==> src/rtl/sdr_wb_arbiter.sv <==
// ---------------------------------------------------------------------------
// sdr_wb_arbiter
//
// Shares the single Wishbone slave port of the SDRAM controller between
// NUM_M bus masters. A master is granted for a whole Wishbone cycle. The
// grant is held until that master drops cyc, so bursts are never broken up.
// The granted master's request is muxed onto the s_* port. Ack is routed back
// to that master only.
//
// Arbitration is round-robin by default: the last winner gets the lowest
// priority at the next arbitration. When the macro SDR_ARB_PRIO_EN is
// defined, fixed priority is used instead: the lowest requesting index wins.
//
// Ports
//   sys_clk, RESETN          Wishbone clock; synchronous active-low reset
//   m_cyc_i/m_stb_i/m_we_i   per-master strobes          [NUM_M]
//   m_addr_i                 packed addresses            [NUM_M*AW]
//   m_dat_i                  packed write data           [NUM_M*DW]
//   m_sel_i                  packed byte selects         [NUM_M*DW/8]
//   m_cti_i                  packed cycle type ids       [NUM_M*3]
//   m_ack_o                  per-master ack (granted bit only)
//   m_dat_o                  read data broadcast (s_dat_i pass-through)
//   s_*                      towards the controller wb_* port
//   grant_o                  registered one-hot grant, 0 when idle
// ---------------------------------------------------------------------------
module sdr_wb_arbiter #(
    parameter int NUM_M = 2,
    parameter int AW    = 32,
    parameter int DW    = 32
) (
    input  logic                    sys_clk,
    input  logic                    RESETN,
    input  logic [NUM_M-1:0]        m_cyc_i,
    input  logic [NUM_M-1:0]        m_stb_i,
    input  logic [NUM_M-1:0]        m_we_i,
    input  logic [NUM_M*AW-1:0]     m_addr_i,
    input  logic [NUM_M*DW-1:0]     m_dat_i,
    input  logic [NUM_M*DW/8-1:0]   m_sel_i,
    input  logic [NUM_M*3-1:0]      m_cti_i,
    output logic [NUM_M-1:0]        m_ack_o,
    output logic [DW-1:0]           m_dat_o,
    output logic                    s_cyc_o,
    output logic                    s_stb_o,
    output logic                    s_we_o,
    output logic [AW-1:0]           s_addr_o,
    output logic [DW-1:0]           s_dat_o,
    output logic [DW/8-1:0]         s_sel_o,
    output logic [2:0]              s_cti_o,
    input  logic                    s_ack_i,
    input  logic [DW-1:0]           s_dat_i,
    output logic [NUM_M-1:0]        grant_o
);

    localparam int IW = (NUM_M > 1) ? $clog2(NUM_M) : 1;
    localparam int SW = DW / 8;

    typedef enum logic {
        IDLE = 1'b0,
        OWN  = 1'b1
    } state_t;

    state_t           state_q, state_d;
    logic [NUM_M-1:0] grant_q, grant_d;
    logic [IW-1:0]    win_idx;
    logic             own_cyc;

`ifdef SDR_ARB_PRIO_EN
    function automatic logic [IW-1:0] pick_prio(input logic [NUM_M-1:0] req);
        logic [IW-1:0] idx;
        idx = '0;
        // Walk downwards so the lowest requesting index is the final write.
        for (int i = NUM_M - 1; i >= 0; i--) begin
            if (req[i]) begin
                idx = IW'(i);
            end
        end
        return idx;
    endfunction

    assign win_idx = pick_prio(m_cyc_i);
`else
    logic [IW-1:0] rr_ptr_q, rr_ptr_d;

    // Search starts just after the last winner, wrapping modulo NUM_M,
    // so the last winner is the final candidate considered.
    function automatic logic [IW-1:0] pick_rr(input logic [IW-1:0]    ptr,
                                              input logic [NUM_M-1:0] req);
        logic [IW-1:0] idx;
        logic          found;
        int            c;
        idx   = '0;
        found = 1'b0;
        for (int i = 1; i <= NUM_M; i++) begin
            c = (int'(ptr) + i) % NUM_M;
            if (!found && req[c]) begin
                found = 1'b1;
                idx   = IW'(c);
            end
        end
        return idx;
    endfunction

    assign win_idx = pick_rr(rr_ptr_q, m_cyc_i);
`endif

    assign own_cyc = |(m_cyc_i & grant_q);

    always_comb begin
        state_d = state_q;
        grant_d = grant_q;
`ifndef SDR_ARB_PRIO_EN
        rr_ptr_d = rr_ptr_q;
`endif
        case (state_q)
            IDLE: begin
                // stb is not needed to win; cyc alone requests the bus.
                if (|m_cyc_i) begin
                    state_d          = OWN;
                    grant_d          = '0;
                    grant_d[win_idx] = 1'b1;
`ifndef SDR_ARB_PRIO_EN
                    rr_ptr_d         = win_idx;
`endif
                end
            end
            OWN: begin
                if (!own_cyc) begin
                    state_d = IDLE;
                    grant_d = '0;
                end
            end
            default: begin
                state_d = IDLE;
                grant_d = '0;
            end
        endcase
    end

    // Outputs stay 0 in IDLE, which guarantees the controller sees at least
    // one idle cycle between owners and that a stray s_ack_i is swallowed.
    always_comb begin
        s_cyc_o  = 1'b0;
        s_stb_o  = 1'b0;
        s_we_o   = 1'b0;
        s_addr_o = '0;
        s_dat_o  = '0;
        s_sel_o  = '0;
        s_cti_o  = '0;
        m_ack_o  = '0;
        if (state_q == OWN) begin
            for (int k = 0; k < NUM_M; k++) begin
                if (grant_q[k]) begin
                    s_cyc_o  = m_cyc_i[k];
                    s_stb_o  = m_stb_i[k];
                    s_we_o   = m_we_i[k];
                    s_addr_o = m_addr_i[k*AW +: AW];
                    s_dat_o  = m_dat_i[k*DW +: DW];
                    s_sel_o  = m_sel_i[k*SW +: SW];
                    s_cti_o  = m_cti_i[k*3 +: 3];
                end
            end
            m_ack_o = grant_q & m_cyc_i & {NUM_M{s_ack_i}};
        end
    end

    assign m_dat_o = s_dat_i;
    assign grant_o = grant_q;

    always_ff @(posedge sys_clk) begin
        if (!RESETN) begin
            state_q  <= IDLE;
            grant_q  <= '0;
`ifndef SDR_ARB_PRIO_EN
            // First arbitration after reset then starts its search at master 0.
            rr_ptr_q <= IW'(NUM_M - 1);
`endif
        end else begin
            state_q  <= state_d;
            grant_q  <= grant_d;
`ifndef SDR_ARB_PRIO_EN
            rr_ptr_q <= rr_ptr_d;
`endif
        end
    end

endmodule

==> config.mk <==
export PLATFORM = sky130hd
export DESIGN_NAME = sdr_wb_arbiter
export DESIGN_NICKNAME = d
export VERILOG_FILES = /design/src/rtl/sdr_wb_arbiter.sv
export SDC_FILE = /design/constraint.sdc
export NUM_CORES = 1
export LEC_CHECK = 0
export CAP_MARGIN = 20
export CORE_AREA = 2 2 114 116
export DETAILED_ROUTE_END_ITERATION = 6
export DIE_AREA = 0 0 116 118
export GPL_ROUTABILITY_DRIVEN = 0
export GPL_TIMING_DRIVEN = 0
export PLACE_DENSITY_LB_ADDON = 0.25
export SLEW_MARGIN = 5
export SYNTH_ARGS = -nofsm -noshare
export SYNTH_HDL_FRONTEND = slang
export SYNTH_SLANG_ARGS = --single-unit
==> constraint.sdc <==
create_clock -name sys_clk -period 1.35 [get_ports sys_clk]
set_clock_uncertainty 0.2 [all_clocks]
set_input_delay 0.2025 -clock sys_clk [delete_from_list [all_inputs] [get_ports sys_clk]]
set_output_delay 0.2025 -clock sys_clk [all_outputs]
set_load 0.01 [all_outputs]
==> metrics.md <==
| Metric | Value |
|---|---|
| Worst Max-Slew Pin Slew | 0.345 ns |
| Port Buffers | 260 |
| Worst EP arrival | 1.49 ns |
| Worst reg2reg startpoint | grant_o[1] |
| Gate Count Post-Synth | 233 |
| Buffer depth of the longest clock path | 2 |
| Worst hold path type | flop to flop |
| Worst path required time | 0.95 ns |
| # IOs | 293 |
| Global-route wire length before repair | 15.0 mm |
| Fmax | 527 MHz |
| Synth top area share | 38.0% |
| TritonCTS Buffers | 3 |
| Max-slew violation count | 0 |
| Synth top area cells | a22oi_2 (38%), nor2b_2 (27%), buf_4 (13%) |
| Clock root buffer | clkbuf_16 |
| Worst hold slack | 0.376 ns |
| Drc violations | 0 |
| Post-DP HPWL | 8.10 mm |
| Critical path class | flop to output port |
| Final count of negative-setup-slack endpoints | 77 |
| Area grow syn2layout | 135% |
| Largest net degree at the start of global routing | 11 |
| Pwr per Cell Area | 462 nW/um2 |
| Worst Hold End | rr_ptr_q |
| Clock Sinks | 4 |
| Total routed wirelength | 10.3 mm |
| Placement Cell Area | 5140 um2 |
| Clk Latency, worst-skew pair | 0.22 ns |
| Yosys reg bits | 4 |
| Final worst path period share | 140% |
| Avg Synthesized Cell Area | 9.89 um2 |
| Failing checks | negative setup slack |
| Post-route setup slack | -0.546 ns |
| DR vias | 2893 |
| Hold Path Stages | 1 |
| Max_cap viols | 0 |
| R2R depth | 5 |
| Ant. Diodes | 0 |
| Tot GR Track Use | 13.5% |
| Worst r2r dst | grant_o[0] |
| Relative slew margins | 77.0% |
| Post-DRT Antenna Nets | 0 |
| CTS tree | yes |
| RSZ-0062 raised after global routing | yes |
| Final net count | 712 |
| Die area | 13700 um2 |
| Initial core utilization | 18.6% |
| Clock Pin Slew Worst Setup and Hold Paths | 0.03 ns |
| Initial antenna violation count | 0 |
| Post-synth cell types | 27 |
| Overall Power | 2500 uW |
| Synthesized cell area | 2300 um2 |
| Leakage power | 0.00209 uW |
| Core ar. | 12400 um2 |
| CP Launch Type | flop |
| Status | finished with violations |
| Worst Hold Launch | rr_ptr_q |
| Post-Syn Nets | 416 |
| Die height | 118 um |
| Die width | 116 um |
| Area leader, netlist | a22oi_2 |
| IR drop worst, VDD | 0.297 mV |
| Tmin final | 1.90 ns |
| Vias per cell | 4.14 |
| Synth warn | 0 |
| Average wire per standard cell | 14.7 um |
| Pre-antenna DRT Iters | 4 |
| Std-Cell Rows | 41 |
| Endpoint class of the critical path | output port |
| Sequential-to-total area share from yosys stat | 3.47% |
| Final Cell Area | 5410 um2 |
| H-tree Lvls | 1 |
| Vias in the first global route | 2876 |
| Final Hold Fails | 0 |
| Fraction of layout cells with a size suffix above 1 | 60.7% |
| Cts hold-fix bufs | 0 |
| GRT Residual Overflow | 0 |
| Flop2flop setup slack | -0.03 ns |
| Final setup TNS | -34.44 ns |
| Critical Path Fanout Max | 5 |
| Initial detailed-routing violation count | 51 |
state kept, by name, summed over array words and instances (netlist names):
signal / count
grant_o: 2
rr_ptr_q: 1
state_q: 1
stage by stage:
| step | worst slack (ns) | utilization (%) | instances |
|---|---|---|---|
| floorplan | -0.117 | - | 233 |
| global placement | -0.855 | 41.4 | 665 |
| detailed placement | -0.840 | 41.4 | 665 |
| CTS | -0.617 | 42.7 | 692 |
| global route | -0.599 | 43.5 | 699 |
| finish | -0.546 | 43.5 | 699 |
worst max path at each step:
stage	end	startpoint	slack [ns]
after global placement	s_dat_o[30]	state_q	-0.86
after floorplan	s_addr_o[0]	grant_o[1]	-0.12
final	s_dat_o[5]	grant_o[0]	-0.55
after CTS	s_dat_o[11]	grant_o[1]	-0.62
after detailed placement	s_dat_o[28]	state_q	-0.84
after global routing	s_dat_o[6]	grant_o[0]	-0.60
metal layers:
metal	global-route usage [%]	wire length [um]	vias up
met4	1.86	53	0
li1	-	-	1398
met1	14.5	3620	1313
met3	3.14	1070	4
met5	0	0	-
met2	26.7	5530	178
synthesized netlist by cell type, drive strengths merged:
| cell type | number |
|---|---|
| nand2 | 3 |
| clkbuf | 7 |
| o211ai | 1 |
| a22oi | 73 |
| nand2b | 2 |
| a31oi | 1 |
| inv | 2 |
| a211oi | 1 |
| nor2 | 4 |
| a21o | 1 |
| a21oi | 2 |
| nor2b | 75 |
| dfxtp | 4 |
| o21ai | 2 |
| a221oi | 1 |
| and2 | 1 |
| o21a | 1 |
| buf | 51 |
| o21bai | 1 |
power by group:
part / internal (uW) / switching (uW) / total (uW)
Sequential: 130 / 20.8 / 151
Combinational: 1220 / 674 / 1890
Clock: 378 / 78.9 / 457
Total: 1720 / 774 / 2500
what timing repair did:
item | CTS | global route
gates resized for setup | 357 | 23
pin swaps | 4 | 7
setup endpoints to repair | 81 | 79
setup buffers | 19 | 12
gates cloned | 7 | 3
cell type report:
class	count	area [um2]
Fill cell	1248	7010
Timing Repair Buffer	296	2780
Multi-Input combinational cell	169	1740
Buffer	53	500
Tap cell	172	215
Sequential cell	4	91.3
Clock buffer	3	75.1
Inverter	2	10.0
cell usage in the layout, fill, tap and decap left out, drive strengths merged, types with 2 or more instances in the layout:
| master | instances |
|---|---|
| clkdlybuf4s50 | 180 |
| buf | 154 |
| nor2b | 75 |
| a22oi | 73 |
| clkbuf | 13 |
| nor2 | 4 |
| dfxtp | 4 |
| dlygate4sd2 | 3 |
| nand2 | 3 |
| o21ai | 2 |
| inv | 2 |
| a21oi | 2 |
| nand2b | 2 |
cells by family (layout without fill, tap and decap cells):
| kind of cell | count (synthesis) | after routing | synth area share [%] |
|---|---|---|---|
| compound gates | 84 | 84 | 42.6 |
| flops | 4 | 4 | 3.47 |
| simple gates | 85 | 85 | 30.3 |
| buf+inv | 60 | 354 | 23.6 |
critical path, cell delays in order (launching register included):
cell	delay (ns)
dfxtp_4	0.33
nor2b_4	0.13
buf_12	0.12
buf_8	0.12
buf_12	0.12
buf_16	0.13
a22oi_2	0.13
nor2b_2	0.05
buf_2	0.14
Power figures use the tool's default switching activity.
